**src/rtl/vta_beat_packer.sv**
```systemverilog
// ============================================================================
// vta_beat_packer: packs IN_W read beats into OUT_W queue words, throttled by
// downstream queue occupancy. Optional stats under VTA_BEAT_PACKER_STATS_EN.
// Revision: 1.0
// ============================================================================
`default_nettype none

module vta_beat_packer #(
  parameter int IN_W       = 64,
  parameter int OUT_W      = 128,
  parameter int CNT_W      = 8,
  parameter int FILL_LIMIT = 254
) (
  input  logic             clock,
  input  logic             reset,
  input  logic             io_flush,
  input  logic             io_in_valid,
  output logic             io_in_ready,
  input  logic [IN_W-1:0]  io_in_bits,
  input  logic             io_in_last,
  output logic             io_out_valid,
  input  logic             io_out_ready,
  output logic [OUT_W-1:0] io_out_bits,
  input  logic [CNT_W-1:0] io_count
`ifdef VTA_BEAT_PACKER_STATS_EN
  ,
  output logic [31:0]      io_stat_words,
  output logic [15:0]      io_stat_partial,
  output logic [31:0]      io_stat_stall
`endif
);

  localparam int c_RATIO  = OUT_W / IN_W;
  localparam int c_LANE_W = $clog2(c_RATIO);
  localparam logic [CNT_W-1:0]    c_FILL_LIMIT = CNT_W'(FILL_LIMIT);
  localparam logic [c_LANE_W-1:0] c_TOP_LANE   = c_LANE_W'(c_RATIO - 1);

  logic [c_LANE_W-1:0] r_lane;
  logic [OUT_W-1:0]    r_asm;
  logic                r_out_valid;
  logic [OUT_W-1:0]    r_out_bits;

  logic                w_throttle;
  logic                w_in_fire;
  logic                w_out_fire;
  logic                w_complete;
  logic [OUT_W-1:0]    w_merged;

  assign w_throttle  = (io_count >= c_FILL_LIMIT);
  // Reset also gates ready so upstream sees back-pressure while reset is held.
  assign io_in_ready = !reset && !io_flush && !w_throttle && (!r_out_valid || io_out_ready);
  assign w_in_fire   = io_in_valid && io_in_ready;
  assign w_out_fire  = r_out_valid && io_out_ready;
  assign w_complete  = w_in_fire && ((r_lane == c_TOP_LANE) || io_in_last);

  // Lanes above r_lane are already zero because r_asm is cleared on every word.
  always_comb begin
    w_merged = r_asm;
    for (int i = 0; i < c_RATIO; i++) begin
      if (r_lane == c_LANE_W'(i)) begin
        w_merged[i*IN_W +: IN_W] = io_in_bits;
      end
    end
  end

  always_ff @(posedge clock or posedge reset) begin
    if (reset) begin
      r_lane      <= '0;
      r_asm       <= '0;
      r_out_valid <= 1'b0;
      r_out_bits  <= '0;
    end else if (io_flush) begin
      r_lane      <= '0;
      r_asm       <= '0;
      r_out_valid <= 1'b0;
      r_out_bits  <= '0;
    end else begin
      if (w_out_fire) begin
        r_out_valid <= 1'b0;
      end
      if (w_complete) begin
        r_out_bits  <= w_merged;
        r_out_valid <= 1'b1;
        r_lane      <= '0;
        r_asm       <= '0;
      end else if (w_in_fire) begin
        r_lane <= r_lane + 1'b1;
        r_asm  <= w_merged;
      end
    end
  end

  assign io_out_valid = r_out_valid;
  assign io_out_bits  = r_out_bits;

`ifdef VTA_BEAT_PACKER_STATS_EN
  logic [31:0] r_stat_words;
  logic [15:0] r_stat_partial;
  logic [31:0] r_stat_stall;

  always_ff @(posedge clock or posedge reset) begin
    if (reset) begin
      r_stat_words   <= '0;
      r_stat_partial <= '0;
      r_stat_stall   <= '0;
    end else if (io_flush) begin
      r_stat_words   <= '0;
      r_stat_partial <= '0;
      r_stat_stall   <= '0;
    end else begin
      if (w_out_fire && !(&r_stat_words)) begin
        r_stat_words <= r_stat_words + 1'b1;
      end
      if (w_complete && io_in_last && (r_lane != c_TOP_LANE) && !(&r_stat_partial)) begin
        r_stat_partial <= r_stat_partial + 1'b1;
      end
      if (io_in_valid && w_throttle && !(&r_stat_stall)) begin
        r_stat_stall <= r_stat_stall + 1'b1;
      end
    end
  end

  assign io_stat_words   = r_stat_words;
  assign io_stat_partial = r_stat_partial;
  assign io_stat_stall   = r_stat_stall;
`endif

endmodule

`default_nettype wire

```
**config.mk**
```make
export PLATFORM = sky130hd
export DESIGN_NAME = vta_beat_packer
export DESIGN_NICKNAME = d
export VERILOG_FILES = /design/src/rtl/vta_beat_packer.sv
export SDC_FILE = /design/constraint.sdc
export NUM_CORES = 1
export LEC_CHECK = 0
export CORE_MARGIN = 1.5
export CORE_UTILIZATION = 43
export DETAILED_ROUTE_END_ITERATION = 7
export PLACE_DENSITY = 0.79
export SLEW_MARGIN = 5
export SYNTH_ARGS = -nofsm -noshare
export SYNTH_HDL_FRONTEND = slang
export SYNTH_SLANG_ARGS = --single-unit
```
**constraint.sdc**
```tcl
create_clock -name clock -period 12.65 [get_ports clock]
set_input_delay 1.8975 -clock clock [delete_from_list [all_inputs] [get_ports clock]]
set_output_delay 1.8975 -clock clock [all_outputs]
set_load 0.01 [all_outputs]
```
==> results.yml <==
global_route:
  antenna_found_initial: 0
  grtUsageTotal_pct: 21.6
  grt_pass1_vias: 8331
  grt_pass1_wl_um: 46200
  grt_max_degree: 133
  grt-ovfl-total: 0
layout:
  final_layout_size_suffix_gt1_share_pct: 7.42
  regArea_um2: 6460
  num_antenna_cells: 0
  instances_no_fill: 1394
  fillCellCount: 2090
  post-route-util_pct: 56.5
  multi_input_area_um2: 4290
  final_cell_area_um2: 14300
  synthToLayoutAreaGrowth_pct: 28.0
  layout.nets: 1120
yosys:
  async_flop_share_pct: 100
  yosysMostFrequentCell: "dfrtp_1"
  syn-num-nets: 956
  synthesis.area_um2: 11200
  yosys_warnings: 0
  ys_seq_area_share_pct: 57.8
  yosys.area.top_type_share_pct: 57.8
  yosys.cell_types.count: 26
  yosys-top-cells-area: "dfrtp_1 58%, mux2i_1 16%, a211oi_1 5.0%, a22o_1 4.9%, a31oi_1 4.2%"
  synth_flop_cell: "dfrtp_1"
  synth_cells: 878
  yosys.area.top_type: "dfrtp_1"
  avgSynthCellArea_um2: 12.7
  synth_edf_count: 0
  ys_ff_latch: 258
  ys_top_cells_by_count: "258 x dfrtp_1, 181 x mux2i_1, 75 x a211oi_1, 75 x a31oi_1, 64 x and2_1"
placed_design:
  preCtsSetupSlack_ns: 6.91
  placed_cell_area_um2: 13400
  dpl.hpwl_um: 16900
  io_buffers: 206
  gp_congestion: 0.774
  dp_cells: 1341
timing:
  rsz0062_at_grt: "no"
  holdWs_ns: 0.481
  slew_headroom_pct: 26.4
  setup_ws_ns: 6.91
  drv_slew: 0
  fin_tns_setup_ns: 0
  fin_crit_sh_pct: 45.4
  fmax_mhz: 174
  tightest_slew_ns: 1.10
  fin_skew_ns: 0.00863
  min_period_ns: 5.74
  hold_viol: 0
  setup_viol: 0
outcome:
  status: "finished clean"
floorplan:
  ioPinCount: 208
  initial_utilization_pct: 44.1
  dieArea_um2: 27000
  die_w_um: 164
  core_area_um2: 25300
  fp.dieH_um: 164
  rows: 58
critical_path:
  endpoint_kind: "output port"
  cp_slowest_cell: "clkdlybuf4s50_1"
  crit_top_cell: "clkdlybuf4s50_1"
  cp-start-kind: "input port"
  worstPathRequired_ns: 10.75
  reg2reg_depth: 4
  arrival_ns: 3.84
  worstSetupPathType: "input port to output port"
  cpPeakStageDelay_ns: 0.65
  cp_cell_sequence: "clkdlybuf4s50_1, nor2_2, o211ai_4, inv_4, clkdlybuf4s50_1"
  crit_fanout: 48
clock_network:
  clk_latency_ns: 0.53
  cts_resized: 0
  ctsHoldBuffers: 0
  clkTransAtPathRegs_ns: 0.06
  postCtsSetupRepairBufs: 0
  clock-root-buffer: "clkbuf_16"
  cts_sinks: 258
  h-tree-depth: 1
  cts_buffer_depth: 3
  cts_tree: "yes"
  cts_buffers: 29
route:
  first_pass_iters: 5
  wl_um: 28700
  vias: 8001
  antenna_left: 0
  drc: 0
  post_drt_via_cell_ratio: 5.74
  wl_per_cell_um: 20.6
  detail_route.iter0.violations: 644
power:
  power.total_mw: 1.85
  max-vdd-ir-drop_mv: 0.0675
  p_leak_nw: 5.87
  power.density_nw_per_um2: 129
hold_path:
  hold_depth: 1
  hold_path.class: "flop to flop"
flow_run:
  max_cap_violations: 0
## sequential cells by signal, indices dropped and copies added (netlist names)
name,flops
io_out_bits,128
r_asm,128
io_out_valid,1
r_lane,1
## final timing paths
kind / start / slack (ns) / to
setup / recovery: reset / 6.91 / io_in_ready
min in group asynchronous: reset / 1.97 / io_out_bits[115]
setup reg to reg: r_lane / 9.60 / io_out_bits[54]
hold reg to reg: r_asm[66] / 0.48 / r_asm[66]
hold / removal: r_asm[66] / 0.48 / r_asm[66]
max in group asynchronous: reset / 8.44 / r_lane
## cell type report
cell class	instances	share of cell area, %
clock inverter	15	0.735
inverter	3	0.149
tap	330	2.89
sequential	258	45.2
timing repair buffer	221	15.2
multi-input combinational	529	30.0
clock buffer	38	5.87
## worst max-delay path, delay by kind of cell
kind / cells / cell delay, ns
buf+inv: 3 / 1.61
compound gates: 1 / 0.15
simple gates: 1 / 0.18
## placed cells by master (no fill, tap or decap)
master,instances
dfrtp_1,257
clkdlybuf4s50_1,204
mux2i_1,181
a31oi_1,75
a211oi_1,75
and2_1,64
a22o_1,62
nand2b_1,54
clkbuf_16,29
buf_4,16
clkinv_2,12
clkbuf_8,8
nand4_1,3
nor3_4,2
o21ai_0,2
a21oi_1,2
clkinvlp_4,2
inv_1,1
nor2_1,1
nand3_1,1
nor2_2,1
o211ai_4,1
or2_4,1
inv_4,1
a31oi_4,1
a21oi_4,1
inv_8,1
o21bai_1,1
a21o_1,1
bufinv_16,1
clkbuf_1,1
buf_2,1
dfrtp_4,1
## logic make-up (layout without fill, tap and decap cells)
logic type,after synthesis,after routing,synth area share (%)
flops,258,258,57.8
compound gates,221,221,14.9
mux,181,181,16.2
simple gates,127,127,7.20
buf+inv,91,277,3.90
## routing by layer
metal	global-route usage (%)	vias up	part of all wire (%)
li1	-	3567	-
met1	30.1	4138	44
met2	35.5	248	49
met3	3.21	48	5.3
met4	5.29	0	2.0
met5	0	-	0
## power by group
part	internal (mW)	switching, mW	total [mW]
clock network	0.484	0.330	0.814
registers	0.843	0.0111	0.854
logic	0.0787	0.105	0.184
total	1.41	0.446	1.85
(Power assumes the default switching activity.)
